### src/rtl/csi2_rx_capture_ctrl.sv
`default_nettype none
// ============================================================================
// Module : csi2_rx_capture_ctrl
// Frame-aligned capture gate with line/frame geometry checks for csi2_rx video.
// Rev    : 1.0  initial release
// ============================================================================

module csi2_rx_capture_ctrl #(
    parameter int DATA_WIDTH      = 16,
    parameter int PX_CNT_WIDTH    = 12,
    parameter int LINE_CNT_WIDTH  = 12,
    parameter int FRAME_CNT_WIDTH = 16
) (
    input  logic                       px_clk_i,
    input  logic                       rst_n_i,
    input  logic                       start_i,
    input  logic                       stop_i,
    input  logic                       single_shot_i,
    input  logic [PX_CNT_WIDTH-1:0]    line_px_i,
    input  logic [LINE_CNT_WIDTH-1:0]  frame_lines_i,
    input  logic                       err_clr_i,
    output logic                       rx_enable_o,
    output logic                       busy_o,
    output logic [FRAME_CNT_WIDTH-1:0] frame_cnt_o,
    output logic                       short_line_err_o,
    output logic                       long_line_err_o,
    output logic                       sof_err_o,
    input  logic [DATA_WIDTH-1:0]      s_tdata_i,
    input  logic                       s_tvalid_i,
    input  logic                       s_tuser_i,
    input  logic                       s_tlast_i,
    output logic                       s_tready_o,
    output logic [DATA_WIDTH-1:0]      m_tdata_o,
    output logic                       m_tvalid_o,
    output logic                       m_tuser_o,
    output logic                       m_tlast_o,
    input  logic                       m_tready_i
);

    localparam logic [1:0] c_st_idle     = 2'd0;
    localparam logic [1:0] c_st_wait_sof = 2'd1;
    localparam logic [1:0] c_st_stream   = 2'd2;
    localparam logic [1:0] c_st_discard  = 2'd3;

    logic [1:0]                 state_q, state_d;
    logic [PX_CNT_WIDTH-1:0]    line_px_q, line_px_d;
    logic [LINE_CNT_WIDTH-1:0]  frame_lines_q, frame_lines_d;
    logic                       single_shot_q, single_shot_d;
    logic [PX_CNT_WIDTH-1:0]    px_cnt_q, px_cnt_d;
    logic [LINE_CNT_WIDTH-1:0]  line_cnt_q, line_cnt_d;
    logic [FRAME_CNT_WIDTH-1:0] frame_cnt_q, frame_cnt_d;
    logic                       stop_pending_q, stop_pending_d;
    logic                       short_err_q, short_err_d;
    logic                       long_err_q, long_err_d;
    logic                       sof_err_q, sof_err_d;

    logic                       w_fwd;
    logic                       w_beat;
    logic                       w_proc;
    logic [PX_CNT_WIDTH-1:0]    w_px_base;
    logic [PX_CNT_WIDTH-1:0]    w_px_inc;
    logic [LINE_CNT_WIDTH-1:0]  w_line_base;
    logic [LINE_CNT_WIDTH-1:0]  w_line_inc;
    logic                       w_at_len;
    logic                       w_long;
    logic                       w_short;
    logic                       w_line_end;
    logic                       w_frame_end;

    // A tuser beat is always pixel 0 of line 0, whatever the counters held.
    assign w_px_base   = s_tuser_i ? '0 : px_cnt_q;
    assign w_line_base = s_tuser_i ? '0 : line_cnt_q;
    assign w_px_inc    = w_px_base + PX_CNT_WIDTH'(1);
    assign w_line_inc  = w_line_base + LINE_CNT_WIDTH'(1);
    assign w_at_len    = (w_px_inc == line_px_q);
    assign w_long      = ~s_tlast_i & w_at_len;
    assign w_short     = s_tlast_i & ~w_at_len;
    assign w_line_end  = s_tlast_i | w_at_len;
    assign w_frame_end = w_line_end & (w_line_inc == frame_lines_q);
    assign w_beat      = s_tvalid_i & s_tready_o;
    assign w_proc      = w_beat & w_fwd;

    assign m_tdata_o        = s_tdata_i;
    assign m_tuser_o        = s_tuser_i;
    assign frame_cnt_o      = frame_cnt_q;
    assign short_line_err_o = short_err_q;
    assign long_line_err_o  = long_err_q;
    assign sof_err_o        = sof_err_q;

    always_ff @(posedge px_clk_i or negedge rst_n_i) begin
        if (!rst_n_i) begin
            state_q        <= c_st_idle;
            line_px_q      <= '0;
            frame_lines_q  <= '0;
            single_shot_q  <= 1'b0;
            px_cnt_q       <= '0;
            line_cnt_q     <= '0;
            frame_cnt_q    <= '0;
            stop_pending_q <= 1'b0;
            short_err_q    <= 1'b0;
            long_err_q     <= 1'b0;
            sof_err_q      <= 1'b0;
        end else begin
            state_q        <= state_d;
            line_px_q      <= line_px_d;
            frame_lines_q  <= frame_lines_d;
            single_shot_q  <= single_shot_d;
            px_cnt_q       <= px_cnt_d;
            line_cnt_q     <= line_cnt_d;
            frame_cnt_q    <= frame_cnt_d;
            stop_pending_q <= stop_pending_d;
            short_err_q    <= short_err_d;
            long_err_q     <= long_err_d;
            sof_err_q      <= sof_err_d;
        end
    end

    always_comb begin
        state_d        = state_q;
        line_px_d      = line_px_q;
        frame_lines_d  = frame_lines_q;
        single_shot_d  = single_shot_q;
        px_cnt_d       = px_cnt_q;
        line_cnt_d     = line_cnt_q;
        frame_cnt_d    = frame_cnt_q;
        stop_pending_d = stop_pending_q;
        short_err_d    = short_err_q & ~err_clr_i;
        long_err_d     = long_err_q & ~err_clr_i;
        sof_err_d      = sof_err_q & ~err_clr_i;

        case (state_q)
            c_st_idle: begin
                if (start_i) begin
                    line_px_d     = line_px_i;
                    frame_lines_d = frame_lines_i;
                    single_shot_d = single_shot_i;
                    state_d       = c_st_wait_sof;
                end
            end
            c_st_wait_sof: begin
                if (stop_i) begin
                    state_d        = c_st_idle;
                    stop_pending_d = 1'b0;
                end
            end
            default: begin
                if (stop_i) begin
                    stop_pending_d = 1'b1;
                end
                // The real tlast of an over-long line only closes the discard window.
                if (state_q == c_st_discard && w_beat && !w_fwd && s_tlast_i) begin
                    state_d = c_st_stream;
                end
            end
        endcase

        if (w_proc) begin
            if (s_tuser_i && state_q != c_st_wait_sof) begin
                sof_err_d = 1'b1;
            end
            if (w_short) begin
                short_err_d = 1'b1;
            end
            if (w_long) begin
                long_err_d = 1'b1;
            end
            px_cnt_d = w_line_end ? '0 : w_px_inc;
            if (w_frame_end) begin
                line_cnt_d  = '0;
                frame_cnt_d = frame_cnt_q + FRAME_CNT_WIDTH'(1);
                if (single_shot_q || stop_pending_q || stop_i) begin
                    state_d        = c_st_idle;
                    stop_pending_d = 1'b0;
                end else begin
                    state_d = c_st_wait_sof;
                end
            end else begin
                line_cnt_d = w_line_end ? w_line_inc : w_line_base;
                state_d    = w_long ? c_st_discard : c_st_stream;
            end
        end
    end

    always_comb begin
        w_fwd = 1'b0;
        case (state_q)
            c_st_idle:     w_fwd = 1'b0;
            c_st_wait_sof: w_fwd = s_tuser_i & ~stop_i;
            c_st_stream:   w_fwd = 1'b1;
            default:       w_fwd = s_tuser_i;
        endcase
        rx_enable_o = (state_q != c_st_idle);
        busy_o      = (state_q != c_st_idle);
        s_tready_o  = w_fwd ? m_tready_i : 1'b1;
        m_tvalid_o  = w_fwd & s_tvalid_i;
        m_tlast_o   = s_tlast_i | (w_fwd & w_long);
    end

endmodule

`default_nettype wire

### config.mk
export PLATFORM = sky130hd
export DESIGN_NAME = csi2_rx_capture_ctrl
export DESIGN_NICKNAME = d
export VERILOG_FILES = /design/src/rtl/csi2_rx_capture_ctrl.sv
export SDC_FILE = /design/constraint.sdc
export NUM_CORES = 1
export LEC_CHECK = 0
export CORE_MARGIN = 4
export CORE_UTILIZATION = 35
export CTS_CLUSTER_SIZE = 14
export DETAILED_ROUTE_END_ITERATION = 10
export GPL_TIMING_DRIVEN = 0
export PLACE_DENSITY = 0.67
export SLEW_MARGIN = 30
export SYNTH_ARGS = -nofsm -noshare
export SYNTH_HDL_FRONTEND = slang
export SYNTH_SLANG_ARGS = --single-unit
### constraint.sdc
create_clock -name px_clk_i -period 5 [get_ports px_clk_i]
set_clock_uncertainty 0.1 [all_clocks]
set_input_delay 1 -clock px_clk_i [delete_from_list [all_inputs] [get_ports px_clk_i]]
set_output_delay 1 -clock px_clk_i [all_outputs]
set_load 0.01 [all_outputs]
==> results list <==
* Launching instance or port of the critical path: s_tuser_i
- In this run, CTS created clock tree buffers numbering 9.
- Sequential cell area: ~0.0018 sq mm
* Crit-path max FO: 5
- For this design the top-level I/O count stands at slightly above 90.
* DRC Markers: 0
- The clock network accounts for a little under a third of the total power.
- Counting buffers and inverters, the worst setup path is 20 cells deep.
- Die outline area: approximately 0.015 sq mm
- Largest stage delay on the critical path: about 360 ps
- Required time at the worst-slack endpoint: a little under 4000 ps
- Maximum number of pins on one net before global-route repair: 37
- The via count of the first global-routing pass is about 4200.
* Number of max-capacitance violations reported: 0
- Sw power: approximately 0.69 mW
- VDD sags by at most 0.191 mV.
* Post-detailed-route via-to-cell ratio: 5.45
- Count of hold-fix buffers inserted at cts: 0
- Of the post-synthesis cell area, the dominant cell type holds 40.0%.
* Most instantiated flip-flop cell in the synthesis netlist: sky130_fd_sc_hd__dfrtp_1
* H-tree depth: 3
* Number of unique standard cell types used by synthesis: 68
- Hold Path Class: reg -> reg
* Std-Cell Core Area: 0.0122 sq mm
- Internal power: approximately 1.4 mW
- Number of warnings issued by yosys: 0
- Number of search-and-repair iterations in the first detailed-routing pass: 5
* Gate count of the mapped netlist: 474
- Post-synthesis instance area: about 0.0044 sq mm
- In this run the power density over the cells is 345 mW/mm^2.
* Total of fill cells in the finished design: ~1200
* Final clock period utilization by the worst path: between 90% and 100%
- Count of buffer and inverter cells on the critical path: 11
- Relative to the synthesized area, the layout overhead comes to 34.8%.
- After legalization and detailed placement, the total HPWL measured around 8600 um.
* Critical setup path kind: in -> out
- TritonCTS built the clock tree.
* Cell taking the most area after synthesis: sky130_fd_sc_hd__dfrtp_1
* Most frequent cells after synthesis: sky130_fd_sc_hd__dfrtp_1 (71), sky130_fd_sc_hd__nand2_1 (40), sky130_fd_sc_hd__mux2_2 (28), sky130_fd_sc_hd__o21ai_0 (28), sky130_fd_sc_hd__nor2_1 (26)
- After the first detailed-routing iteration, the DRC count stood at about 400.
- 0 antenna diodes ended up in the layout.
- In this run the static leakage power is 2.49 nW.
* IO Port Bufs: between 70 and 80
- At the end of the flow, the number of nets in the layout was between 600 and 700.
- Among all cell types in the netlist, the one instantiated most often is sky130_fd_sc_hd__dfrtp_1.
- In this design, the critical path's most frequently occurring cell is sky130_fd_sc_hd__buf_4.
- Clock-pin slew was measured on the worst setup and hold paths at 60 ps.
* Clock Latency Late Sink: ~340 ps
- Share of post-route cells with drive strength above 1: 19.6%
* Number of synthesized flops with an enable pin: 0
- Final Core Density: approximately half
- Measured slew at the worst slew-check pin: 747 ps
- The startpoint identified for the worst register-to-register timing path is line_cnt_q[0]$_DFFE_PN0P_.
- The initial antenna violation count is 0.
* Share of power burned in registers: just over 40%
- Worst slew margin: about 50%
- For this run, the top clock speed supported by timing is a little over 0.2 GHz.
- For this run, the register share of the synthesized area comes to between 30% and 40%.
- The clock drives 71 sinks.
* Die extent in x: between 100 and 150 um
- The initial utilization of the core area, before any placement, comes to 36.4%.
- Area taken by multi-input logic gates: 0.00242 sq mm
* Total global routing track utilization: 17.6%
- Combinational cell fraction of total power: 28.7%
* Buffer levels on the longest clock path: 2
- The endpoint identified for the worst register-to-register timing path is state_q[0]$_DFFE_PN0P_.
- Once detail routing completed, the nets flagged for antenna violations numbered 0.
* Wire length reported by the detailed router: between 10000 and 15000 um
* Net count after synthesis: approximately 530
- Capturing element of the worst setup path: m_tlast_o
* List of cells traversed by the critical path: buf_8, clkbuf_8, buf_12, buf_8, buf_12, buf_12, nor2b_4, ha_4, nand3b_4, o31a_1, nor2_2, buf_4, buf_4, buf_4, buf_4, nand4_1, o211ai_1, nand4_1, o21ai_1, buf_2
- Switching share of total power: approximately a third
- Routability-driven placement finished with a final weighted congestion of between 0.8 and 0.9.
- Total negative slack for setup checks: 0 ps
- On the critical path the largest part of the delay comes from buffers and inverters.
- Y dimension of the die: between 100 and 150 um
- Ranked by total cell area, the synthesized netlist is headed by sky130_fd_sc_hd__dfrtp_1 (40%), sky130_fd_sc_hd__mux2_2 (7.1%), sky130_fd_sc_hd__xnor2_1 (4.9%).
- Final slew viol count: 0
- Wirelength per Cell: approximately 17 um
- For the worst setup path, the data arrival time is between 3000 and 4000 ps.
- Synthesis inferred 71 register bits.
- The first global-routing pass estimated 20700 um of wire.
- Vias after detailed routing: 4114
* Result of the run: complete, no violations
* Reg2reg path depth: 13
* Clock root buffer: sky130_fd_sc_hd__clkbuf_16
- The worst setup path is launched from an input port.
* Global route overflow: 0
- Syn Area/Cell: ~9.4 sq um
- In the synthesized netlist the async set-or-reset flop fraction comes to between 90% and 100%.
* Slack of the worst reg-to-reg path: about 1100 ps
- Among all stages on the critical path, the largest delay is contributed by sky130_fd_sc_hd__o31a_1.
* Final hold violation count: 0
* Clock period minus worst slack: ~4900 ps
* Setup crit end kind: output pin
* Final setup viols: 0
- Row generation in the floorplan step produced 40 rows.
power groups by stage:
stage,clock (mW),sequential [mW],combinational (mW)
global route,0.663,0.873,0.652
finish,0.623,0.850,0.594
detailed placement,0,0.859,0.556
global placement,0,0.850,0.541
floorplan,0,0.816,0.418
CTS,0.627,0.850,0.584
through the flow:
stage | cell area [sq um] | std cells | power (mW) | setup WS (ps) | hold slack (ps)
after floorplan | 4440 | 474 | 1.23 | 93.3 | 337
after global placement | 5400 | 716 | 1.39 | -2020 | 355
after detailed placement | 5410 | 717 | 1.42 | -1980 | 358
after CTS | 5940 | 751 | 2.06 | -11.2 | 373
after global routing | 5990 | 755 | 2.19 | -24.5 | 393
final | 5990 | 755 | 2.07 | 102 | 371
worst min-delay path by stage:
stage               cells past startpoint                     start                       end
global placement                        1  px_cnt_q[11]$_DFFE_PN0P_  px_cnt_q[11]$_DFFE_PN0P_
finish                                  1  px_cnt_q[11]$_DFFE_PN0P_  px_cnt_q[11]$_DFFE_PN0P_
global route                            1  px_cnt_q[11]$_DFFE_PN0P_  px_cnt_q[11]$_DFFE_PN0P_
CTS                                     1  px_cnt_q[11]$_DFFE_PN0P_  px_cnt_q[11]$_DFFE_PN0P_
detailed placement                      1  px_cnt_q[11]$_DFFE_PN0P_  px_cnt_q[11]$_DFFE_PN0P_
floorplan                               1  px_cnt_q[11]$_DFFE_PN0P_  px_cnt_q[11]$_DFFE_PN0P_
metal layers:
metal  track usage, %  vias to the layer above  part of all wire (%)
li1                 -                     1919                     -
met1             22.4                     2002                    42
met2             29.7                      169                    50
met3             3.60                       24                   6.5
met4             6.16                        0                   1.9
met5                0                        -                     0
flip-flops by register name (all words and copies together), names as in the netlist:
signal	flops
frame_cnt_o	16
frame_lines_q	12
line_cnt_q	12
line_px_q	12
px_cnt_q	12
state_q	2
long_line_err_o	1
short_line_err_o	1
single_shot_q	1
sof_err_o	1
stop_pending_q	1
worst reg2reg max path, cell delays in order (launching register included):
cell and delay, ps:
sky130_fd_sc_hd__dfrtp_1 440, sky130_fd_sc_hd__nor2b_1 410, sky130_fd_sc_hd__ha_1 350, sky130_fd_sc_hd__and3_1 180, sky130_fd_sc_hd__clkbuf_1 220, sky130_fd_sc_hd__and4_1 250
sky130_fd_sc_hd__nor3b_1 180, sky130_fd_sc_hd__a31oi_1 80, sky130_fd_sc_hd__nor4_1 400, sky130_fd_sc_hd__and3_1 270, sky130_fd_sc_hd__buf_2 260, sky130_fd_sc_hd__mux2_2 380
sky130_fd_sc_hd__a31oi_1 170, sky130_fd_sc_hd__a311oi_1 70
placed cells by master (no fill, tap or decap), types with 3 or more instances in the layout:
master	netlist	final
sky130_fd_sc_hd__nor3b_1	3	3
sky130_fd_sc_hd__buf_2	9	7
sky130_fd_sc_hd__nor4_1	6	6
sky130_fd_sc_hd__o21ai_0	28	27
sky130_fd_sc_hd__nand2_1	40	40
sky130_fd_sc_hd__a22oi_1	6	6
sky130_fd_sc_hd__mux2i_1	3	3
sky130_fd_sc_hd__inv_6	0	3
sky130_fd_sc_hd__a31oi_1	4	4
sky130_fd_sc_hd__mux2_2	28	28
sky130_fd_sc_hd__or3_1	4	4
sky130_fd_sc_hd__nor3_1	16	16
sky130_fd_sc_hd__clkbuf_1	12	11
sky130_fd_sc_hd__a21o_1	3	3
sky130_fd_sc_hd__dfrtp_1	71	71
sky130_fd_sc_hd__xor2_1	19	19
sky130_fd_sc_hd__a21oi_1	9	8
sky130_fd_sc_hd__nor2_1	26	25
sky130_fd_sc_hd__clkbuf_16	0	9
sky130_fd_sc_hd__clkdlybuf4s50_1	0	71
sky130_fd_sc_hd__inv_1	14	14
sky130_fd_sc_hd__o31ai_1	6	6
sky130_fd_sc_hd__buf_4	19	42
sky130_fd_sc_hd__xnor2_1	25	25
sky130_fd_sc_hd__nand3_1	24	24
sky130_fd_sc_hd__nor2b_1	16	15
sky130_fd_sc_hd__nand4_1	10	10
sky130_fd_sc_hd__buf_12	0	4
sky130_fd_sc_hd__and3_1	11	11
cells by family (layout without fill, tap and decap cells):
logic type	after synthesis	count (layout)	synth area share (%)
adders and majority gates	3	3	0.845
DFF	71	71	40.0
and+or+nand+nor	179	179	22.0
buffers and inverters	56	169	6.76
AOI/OAI and AO/OA	90	90	14.0
muxes	31	31	7.77
xor gates and xnor gates	44	44	8.67
area by class of cell:
class | count | area share (%)
multi-input cells | 347 | 40.5
flip-flops and latches | 71 | 29.7
repair buffers | 97 | 15.4
plain buffers | 42 | 5.24
clock buffers | 9 | 3.76
well taps | 168 | 3.51
clock inverters | 7 | 1.02
inverters | 14 | 0.878
repair_timing:
| action | 4_1_cts | 5_1_grt |
|---|---|---|
| buffers inserted | 18 | 5 |
| pin swaps | 9 | 6 |
| resized for setup | 35 | 3 |
| setup endpoints to repair | 46 | 1 |
Power figures use the tool's default switching activity.
